File: config.mk
export PLATFORM = sky130hd
export DESIGN_NAME = minute_logic60
export DESIGN_NICKNAME = d
export VERILOG_FILES = /design/src/rtl/minute_logic60.sv
export SDC_FILE = /design/constraint.sdc
export NUM_CORES = 1
export LEC_CHECK = 0
export BUFFER_PORTS_ARGS = -buffer_cell sky130_fd_sc_hd__buf_2
export CAP_MARGIN = 20
export CELL_PAD_IN_SITES_DETAIL_PLACEMENT = 0
export CELL_PAD_IN_SITES_GLOBAL_PLACEMENT = 1
export CORE_AREA = 4 4 87 89
export DETAILED_ROUTE_END_ITERATION = 10
export DIE_AREA = 0 0 91 93
export PLACE_DENSITY = 0.78
export SYNTH_ARGS = -nofsm -noshare
export SYNTH_HDL_FRONTEND = slang
export SYNTH_SLANG_ARGS = --single-unit
File: constraint.sdc
create_clock -name clk -period 3.6 [get_ports clk]
set_input_delay 0.54 -clock clk [delete_from_list [all_inputs] [get_ports clk]]
set_output_delay 0.54 -clock clk [all_outputs]
set_load 0.02 [all_outputs]
File: src/rtl/minute_logic60.sv
// Minutes stage of the digital clock: 1 s prescaler, seconds 0-59, BCD minutes 00-59, 7-seg out.
// Latency: carry_out/hour_add registered (1 cycle); displays combinational from state registers.
// Backpressure: none; pulse-driven. Optional SECONDS_BLINK_EN drives display0 dp from sec[0].
module minute_logic60 #(
    parameter int DIV = 100_000_000
) (
    input  logic       clk,
    input  logic       rst,
    input  logic       add,
    input  logic       modify,
    input  logic       sel,
    output logic       carry_out,
    output logic       hour_add,
    output logic [7:0] display0,
    output logic [7:0] display1
);

    localparam int PW = (DIV > 1) ? $clog2(DIV) : 1;
    localparam logic [PW-1:0] PRE_MAX = PW'(DIV - 1);

    logic [PW-1:0] prescaler;
    logic [5:0]    sec;
    logic [3:0]    min_u;
    logic [3:0]    min_t;

    logic tick;
    logic sec_wrap;
    logic min_max;
    logic set_inc;
    logic min_inc;
    logic dp0;

    // Set mode freezes the time base, so a tick can never coincide with a set-mode press.
    assign tick     = !modify && (prescaler == PRE_MAX);
    assign sec_wrap = tick && (sec == 6'd59);
    assign min_max  = (min_t == 4'd5) && (min_u == 4'd9);
    assign set_inc  = modify && add && !sel;
    assign min_inc  = sec_wrap || set_inc;

    always_ff @(posedge clk) begin
        if (rst || modify) begin
            prescaler <= '0;
        end else if (prescaler == PRE_MAX) begin
            prescaler <= '0;
        end else begin
            prescaler <= prescaler + PW'(1);
        end
    end

    always_ff @(posedge clk) begin
        if (rst || modify) begin
            sec <= 6'd0;
        end else if (tick) begin
            sec <= sec_wrap ? 6'd0 : sec + 6'd1;
        end
    end

    always_ff @(posedge clk) begin
        if (rst) begin
            min_u <= 4'd0;
            min_t <= 4'd0;
        end else if (min_inc) begin
            if (min_max || min_t > 4'd5) begin
                min_u <= 4'd0;
                min_t <= 4'd0;
            end else if (min_u >= 4'd9) begin
                min_u <= 4'd0;
                min_t <= min_t + 4'd1;
            end else begin
                min_u <= min_u + 4'd1;
            end
        end
    end

    // Set-mode wraps stay silent: only a run-mode seconds wrap carries into the hours stage.
    always_ff @(posedge clk) begin
        if (rst) begin
            carry_out <= 1'b0;
            hour_add  <= 1'b0;
        end else begin
            carry_out <= sec_wrap && min_max;
            hour_add  <= modify && add && sel;
        end
    end

    function automatic logic [7:0] seg7(input logic [3:0] d);
        logic [7:0] s;
        s = 8'hff;
        case (d)
            4'd0:    s = 8'h02;
            4'd1:    s = 8'h9e;
            4'd2:    s = 8'h24;
            4'd3:    s = 8'h0c;
            4'd4:    s = 8'h98;
            4'd5:    s = 8'h48;
            4'd6:    s = 8'h40;
            4'd7:    s = 8'h1e;
            4'd8:    s = 8'h00;
            4'd9:    s = 8'h08;
            default: s = 8'hff;
        endcase
        return s;
    endfunction

`ifdef SECONDS_BLINK_EN
    assign dp0 = sec[0];
`else
    assign dp0 = 1'b0;
`endif

    always_comb begin
        display0 = seg7(min_u);
        display0 = {display0[7:1], dp0 | display0[0]};
        display1 = (min_t > 4'd5) ? 8'hff : (seg7(min_t) | 8'h01);
    end

endmodule

==> results, run 1 <==
- The final worst setup slack is about 0.66 ns.
- The fraction of layout instances using a drive strength above 1 is 0.141.
- In this run the number of H-tree levels came out at 3.
- Along the worst hold path, the cell count comes to 1.
- TritonCTS created 9 clock buffers.
- The setup TNS after final layout is 0 ns.
- The maximum ir drop on the vdd rail is 0.000182 V.
- The post-cts resize count is 0.
- The type of the worst setup path is reg2reg.
- Setup violations remaining at the end of the flow were counted as 0.
- The die is about 93 um tall.
- The die covers 8460 um2.
- The arrival time at the worst endpoint is 3.15 ns.
- In this run the cell area measured after placement is 3190 um2.
- The fraction of power spent switching nets is 0.230.
- The first-pass GRT wire length is 9.96 mm.
- The share of power burned in the clock network is 0.429.
- The run finished with clean final reports.
- The switching power summed over all nets is 0.282 mW.
- The synthesized netlist contains 54 unique library cells.
- The remaining antenna violation count after routing is 0.
- The kind of start point of the critical path is a flip-flop.
- A synthesized cell averages 9.06 um2.
- Clock skew on the completed layout was measured at 0.00333 ns.
- The via count of the first global-routing pass is 2163.
- Post-CTS timing repair inserted 0 buffers for setup.
- With fillers left out, the area of the finished cells amounts to 3360 um2.
- Dividing total power by cell area gives a power density of 365 nW/um2.
- The remaining routing DRC violations is 0.
- Of the total power, combinational logic draws 0.039.
- In this run, the number of DRC markers left after iteration 0 of detailed routing was 99.
- The data required time at the worst endpoint is 3.81 ns.
- The routed design could run at a clock period as short as just under 3 ns.
- The number of antenna diodes in the final layout is 0.
- The path type of the worst min-delay path is reg2reg.
- The number of buffers added to fix hold violations after cts is 0.
- Setup repair after global routing left no endpoint under its margin.
- Once detailed placement completed, the half-perimeter wirelength came to 4.22 mm.
- The cell leakage power is 1.37 nW.
- The most common cell in the synthesized netlist is dfxtp_1.
- The count of maximum capacitance violations is 0.
- The initial utilization of the core area, before any placement, comes to 0.448.
- The maximum net fanout on the critical path is 6.
- After floorplanning, the core was sized to cover 6760 um2.
- The top achievable clock speed is roughly 0.34 GHz.
- The count of buffers added on input and output ports is 21.
- The post-route non-filler standard cell count is 442.
- The number of search-and-repair iterations in the first detailed-routing pass is 4.
- The top flip-flop cell by instance count after synthesis is dfxtp_1.
- The flop and latch count out of synthesis is 58.
- The row count is 30.
- After synthesis the cells add up to roughly 3000 um2.
- The signed area change from the synthesized netlist to the final layout is 10.9%.
- The number of primary I/O pins is 23.
- The cell sitting at the root of the clock tree is a clkbuf_8.
- The share of synthesized flip-flops with an asynchronous set or reset is 0.
- The number of cells on the worst reg-to-reg path is 12.
- Entering global routing, the biggest net connects 27 pins.
- TritonCTS built the clock tree.
- In the global route stage, overall resource usage came out at 0.147.
- The horizontal extent of the die is 91 um.
- Clock-pin slew was measured on the worst setup and hold paths at 0.06 ns.
- The Yosys step of the flow raised 0 warnings.
- In the routed layout, each cell is associated on average with a via count of 5.13.
- Before CTS, the worst setup slack after placement is about 0.66 ns.
- The largest total area in the synthesized netlist belongs to dfxtp_1.
- The post-detailed-route wirelength per cell is 13.1 um.
- The via count of the routed design is 2269.
- The period utilization is 0.817.
- Of the total power, registers draw 0.531.
- The final cell utilization of the core is 0.497.
- Counting flops with a built-in enable in the synthesized netlist gives 0.
- The nature of the critical path endpoint is a flip-flop.
- The post-synthesis cell count is 334.
- The internal power of the cells totals 0.944 mW.
- The final layout contains 382 nets.
- At the end of routability-driven placement, the weighted congestion stood at 0.883.
- Ranked by instance count, the synthesized netlist is headed by dfxtp_1, nor2_1, inv_1.
- At the pin with the least slew margin, the transition time is 0.870 ns.
- The initial antenna violation count is 0.
- Counting every sink on the clock net gives between 50 and 60.
- The source-to-sink clock delay at the later pin of the worst-skew pair is 0.34 ns.
- The total instance count after detailed placement is 427.
- The count of final max-slew check failures is 0.
- The part of the Yosys area used for sequential elements is 0.384.
- The portion of synthesized cell area occupied by the leading cell type is 0.384.
- The headroom to the max-slew limit is 0.418.
- The net count after synthesis is ~360.
- The final-report hold violation count was 0.
- Sorting the synthesized cells by area gives the leading types as dfxtp_1, ha_1, nor2_1.
- No sink is reached through more buffers than the 2 on the longest clock path.
- The final global-route overflow total is 0.
- Wires add up to just under 6 mm.
critical path, cell delays in order (launching register included):
cell and delay, ns:
dfxtp_1 0.37, ha_1 0.26, nand4_4 0.15, nor4_4 0.34, and3_1 0.36, o21ai_2 0.14
mux2_4 0.35, nor2_2 0.18, inv_1 0.11, ha_1 0.30, inv_1 0.04, mux2i_1 0.12
a21oi_1 0.08
final cells by class:
cell class	instances	area (um2)
repair buffers	21	105
well taps	80	100
clock inverters	3	15.0
flip-flops and latches	58	1160
multi-input cells	244	1730
fillers	662	3400
clock buffers	12	155
inverters	24	90.1
metal layers:
layer	wire [um]	vias to the layer above	track usage
li1	-	1194	-
met1	2980	1030	0.191
met2	2400	34	0.211
met3	310	11	0.0619
met4	119	0	0.0666
met5	0	-	0
power groups by stage:
stage	combinational, mW	clock, mW	sequential [mW]
2_1_floorplan	0.0314	0	0.670
3_3_place_gp	0.0490	0	0.666
3_5_place_dp	0.0487	0	0.666
4_1_cts	0.0489	0.548	0.651
5_1_grt	0.0540	0.572	0.652
6_report	0.0481	0.527	0.651
per-stage QoR:
step                hold slack [ns]  power, mW
global placement              0.443      0.715
detailed placement            0.448      0.714
finish                        0.466       1.23
CTS                           0.458       1.25
global route                  0.467       1.28
floorplan                     0.430      0.701
cells by family after synthesis:
family	after synthesis	synth area share
flip-flops	58	0.384
adder cells (fa/ha/maj)	19	0.0786
XOR/XNOR	29	0.0840
AND/OR/NAND/NOR	143	0.262
other	1	0.00124
multiplexers	14	0.0488
buffers and inverters	32	0.0447
AO/OA/AOI/OAI	38	0.0972
layout by cell type, fill, tap and decap left out, drive strengths merged, types with 10 or more instances in the layout:
master   n
xor2    12
nand3   12
xnor2   17
clkbuf  12
mux2i   11
a21oi   15
nor2    49
buf     21
ha      19
nor3    11
dfxtp   58
inv     24
or3     10
nand2   20
and3    10
worst paths after layout:
check | startpoint | to | slack, ns
max | prescaler[0]$_SDFF_PP0_ | flip-flop | 0.66
min | prescaler[0]$_SDFF_PP0_ | prescaler[0]$_SDFF_PP0_ | 0.47
max reg2reg | prescaler[0]$_SDFF_PP0_ | flip-flop | 0.66
min reg2reg | prescaler[0]$_SDFF_PP0_ | prescaler[0]$_SDFF_PP0_ | 0.47
(Power assumes the default switching activity.)
==> run 2, diff against run 1 <==
==> constraint.sdc (replaced) <==
create_clock -name clk -period 2.95 [get_ports clk]
set_input_delay 0.4425 -clock clk [delete_from_list [all_inputs] [get_ports clk]]
set_output_delay 0.4425 -clock clk [all_outputs]
set_load 0.02 [all_outputs]
==> run 2 against run 1 <==
  * Critical path depth stayed put
  * Largest power group unchanged
  * Largest cell class unchanged
  * Die area stayed put
  * Utilization is 0.54 points higher
  * Clock power rose by 15%
  * Global-route usage fell by 0.095 points
==> results, run 2 (synthesized netlist as in run 1, its figures left out) <==
- The remaining antenna violation count after routing is 0 (unchanged).
- The row count was 30 (unchanged).
- The source-to-sink clock delay at the later pin of the worst-skew pair is 0.32 ns (-0.02 ns).
- The largest stage delay on the critical path is 0.38 ns (about the same).
- The detailed router's first-iteration violation count is 97 (-2.0%).
- The critical path in this run is classified as reg2reg.
- The via count of the routed design is 2332 (+2.8%).
- The post-CTS setup buffer count is 0 (unchanged).
- The largest net degree at the start of global routing is 27 (unchanged).
- The path type of the worst min-delay path is in2reg.
- The maximum ir drop on the vdd rail came to 0.000288 V (+58%).
- The number of filler cells placed in the layout is 671 (+1.4%).
- The number of cells on the worst reg-to-reg path came to 12 (unchanged).
- The tree is rooted in a clkbuf_8.
- The final global-route overflow total came to 0 (unchanged).
- The headroom to the max-slew limit is 0.486 (+0.0677).
- The horizontal extent of the die was 91 um (unchanged).
- The count of final max-slew check failures came to 0 (unchanged).
- The number of antenna diodes is 0 (unchanged).
- The final cell utilization of the core is 0.502 (+0.00537).
- The post-detailed-route wirelength per cell is 12.8 um (-2.3%).
- The total clock buffers created by CTS is 9 (unchanged).
- The worst-case clock skew is 0.00388 ns (+0.000551 ns).
- The launch point of the worst reg-to-reg path is prescaler[0]$_SDFF_PP0_.
- The fraction of layout instances using a drive strength above 1 is 0.150 (+0.00939).
- The transition time at the pin with the least slew margin is 0.764 ns (-0.106 ns).
- The maximum count of clock buffers along a single path was 2 (unchanged).
- The via count normalized by instance count is 5.23 (+1.9%).
- The number of primary I/O pins came to 23 (unchanged).
- The arrival time at the worst endpoint came to 2.92 ns (-0.23 ns).
- The area of the die is 8460 um2 (unchanged).
- The detailed placer's ending HPWL is 4.25 mm (+0.70%).
- The CTS sink count is 58 (unchanged).
- The multi-input gate area in the final layout came to 1730 um2 (+0.14%).
- The first-pass GRT wire length is 9.95 mm (about the same).
- The total of endpoints with negative setup slack in the final report is 0 (unchanged).
- The data required time at the worst endpoint is 3.14 ns (-0.67 ns).
- Walking the worst path, the cells encountered are ha_2, nand4_4, nor4_4, and3_1, o21ai_2, mux2_4, nor2_2, inv_1, ha_1, inv_1, mux2i_1, a21oi_1.
- The power density over cell area came to 430 nW/um2 (+18%).
- The final critical path time including I/O delays and setup came to 2.72 ns (-0.219 ns).
- The die height was 93 um (unchanged).
- The final wirelength came to 5.73 mm (-1.4%).
- The final net count is 388 (+1.6%).
- The setup TNS after final layout was 0 ns (unchanged).
- The setup slack of the worst register-to-register path is 0.23 ns (-0.43 ns).
- STA classifies the critical path startpoint as a flip-flop.
- The top achievable clock speed was 0.367 GHz (+8.0%).
- The worst-case hold slack is 0.427 ns (-0.0392 ns).
- The initial cell density of the core is 0.448 (unchanged).
- The final-report hold violation count is 0 (unchanged).
- The critical path launch point is prescaler[0]$_SDFF_PP0_.
- Leaving out fill and tap cells, the most frequent cell in the layout is dfxtp_1.
- The number of stages on the worst hold path came to 3 (+2).
- The core box area is 6760 um2 (unchanged).
- The period utilization was 0.923 (+0.106).
- The destination of the worst hold path is hour_add$_SDFF_PP0_.
- The initial antenna violation count is 0 (unchanged).
- The flow ran to the end, and the final reports show no timing, DRC or antenna violations.
- The total instance count after detailed placement is 433 (+1.4%).
- The via count of the first global-routing pass was 2154 (-0.42%).
- The post-route non-filler standard cell count is 446 (+0.90%).
- TritonCTS built the clock tree.
- Setup repair after global routing left no endpoint under its margin.
- The signed area change from the synthesized netlist to the final layout is 12.1%.
- The number of search-and-repair iterations in the first detailed-routing pass is 5 (+1).
- The number of H-tree branching levels is 3 (unchanged).
- The remaining routing DRC violations is 0 (unchanged).
- The count of maximum capacitance violations is 0 (unchanged).
- The clock-pin slew reported for the worst setup and hold paths after clock tree synthesis came to 0.06 ns (about the same).
- The library cells used most frequently in the layout, excluding fill and tap cells, are dfxtp_1, nor2_1, inv_1.
- The flip-flop and latch area is 1160 um2 (unchanged).
- The total of buffers placed on input and output ports is 21 (unchanged).
- The slowest library cell on the worst path is dfxtp_1.
- The nature of the critical path endpoint is a flip-flop.
- The number of buffers added to fix hold violations after cts is 0 (unchanged).
- The maximum net fanout on the critical path is 6 (unchanged).
- By instance count, the cell type seen most on the critical path is inv_1.
- The global router's overall resource usage came to 0.146 (-0.000954).
- The startpoint of the tightest hold check path is add.
- The cell leakage power was 1.39 nW (+1.2%).
- The routability-driven placement congestion ratio was 0.889 (+0.67%).
## run 2: cell types whose count changed in the layout (fill, tap and decap cells not counted), sizes merged
cell	before	now
clkinv	3	0
buf	21	27
clkbuf	12	13
## run 2: critical path: cells and delay by family (launching register included)
| family | cells | cell delay, ns |
|---|---|---|
| buffers and inverters | 2 | 0.15 |
| adder cells (fa/ha/maj) | 2 | 0.54 |
| AND/OR/NAND/NOR | 4 | 0.89 |
| multiplexers | 2 | 0.46 |
| flip-flops | 1 | 0.38 |
| AO/OA/AOI/OAI | 2 | 0.19 |
## run 2: stage by stage
| stage | setup WS [ns] | power (mW) | cell area [um2] |
|---|---|---|---|
| floorplan | 0.296 | 0.856 | 3030 |
| global placement | 0.226 | 0.874 | 3230 |
| detailed placement | 0.190 | 0.874 | 3230 |
| CTS | 0.172 | 1.49 | 3390 |
| global route | 0.00327 | 1.53 | 3390 |
| finish | 0.226 | 1.46 | 3390 |
## run 2: worst max path at each step
stage / slack [ns] / depth (start not counted) / end
floorplan: 0.30 / 13 / flip-flop
CTS: 0.17 / 12 / flip-flop
detailed placement: 0.19 / 12 / flip-flop
global route: 0.003 / 12 / flip-flop
global placement: 0.23 / 9 / display0[4]$_DFF_P_
finish: 0.23 / 12 / flip-flop
## run 2: metal layers
metal  vias up  share of wire  GRT usage
li1       1210              -          -
met1      1063           0.52      0.201
met2        47           0.41      0.200
met3        12          0.042     0.0402
met4         0          0.024     0.0917
met5         -              0          0
## run 2: what timing repair did
action,in CTS,in global routing
gates resized for setup,0,1
setup endpoints to repair,0,2
hold endpoints to repair,0,0
## run 2: final cells by class
| type | count | area share |
|---|---|---|
| multi-input cells | 244 | 0.511 |
| flip-flops and latches | 58 | 0.342 |
| clock buffers | 13 | 0.0468 |
| repair buffers | 27 | 0.0443 |
| well taps | 80 | 0.0295 |
| inverters | 24 | 0.0266 |
## run 2: power breakdown
| group | leakage, nW | switching (mW) | total, mW | internal [mW] |
|---|---|---|---|---|
| sequential | 0.468 | 0.00423 | 0.796 | 0.792 |
| combinational | 0.839 | 0.0396 | 0.0603 | 0.0207 |
| clock | 0.0815 | 0.267 | 0.604 | 0.337 |
| total | 1.39 | 0.311 | 1.46 | 1.15 |
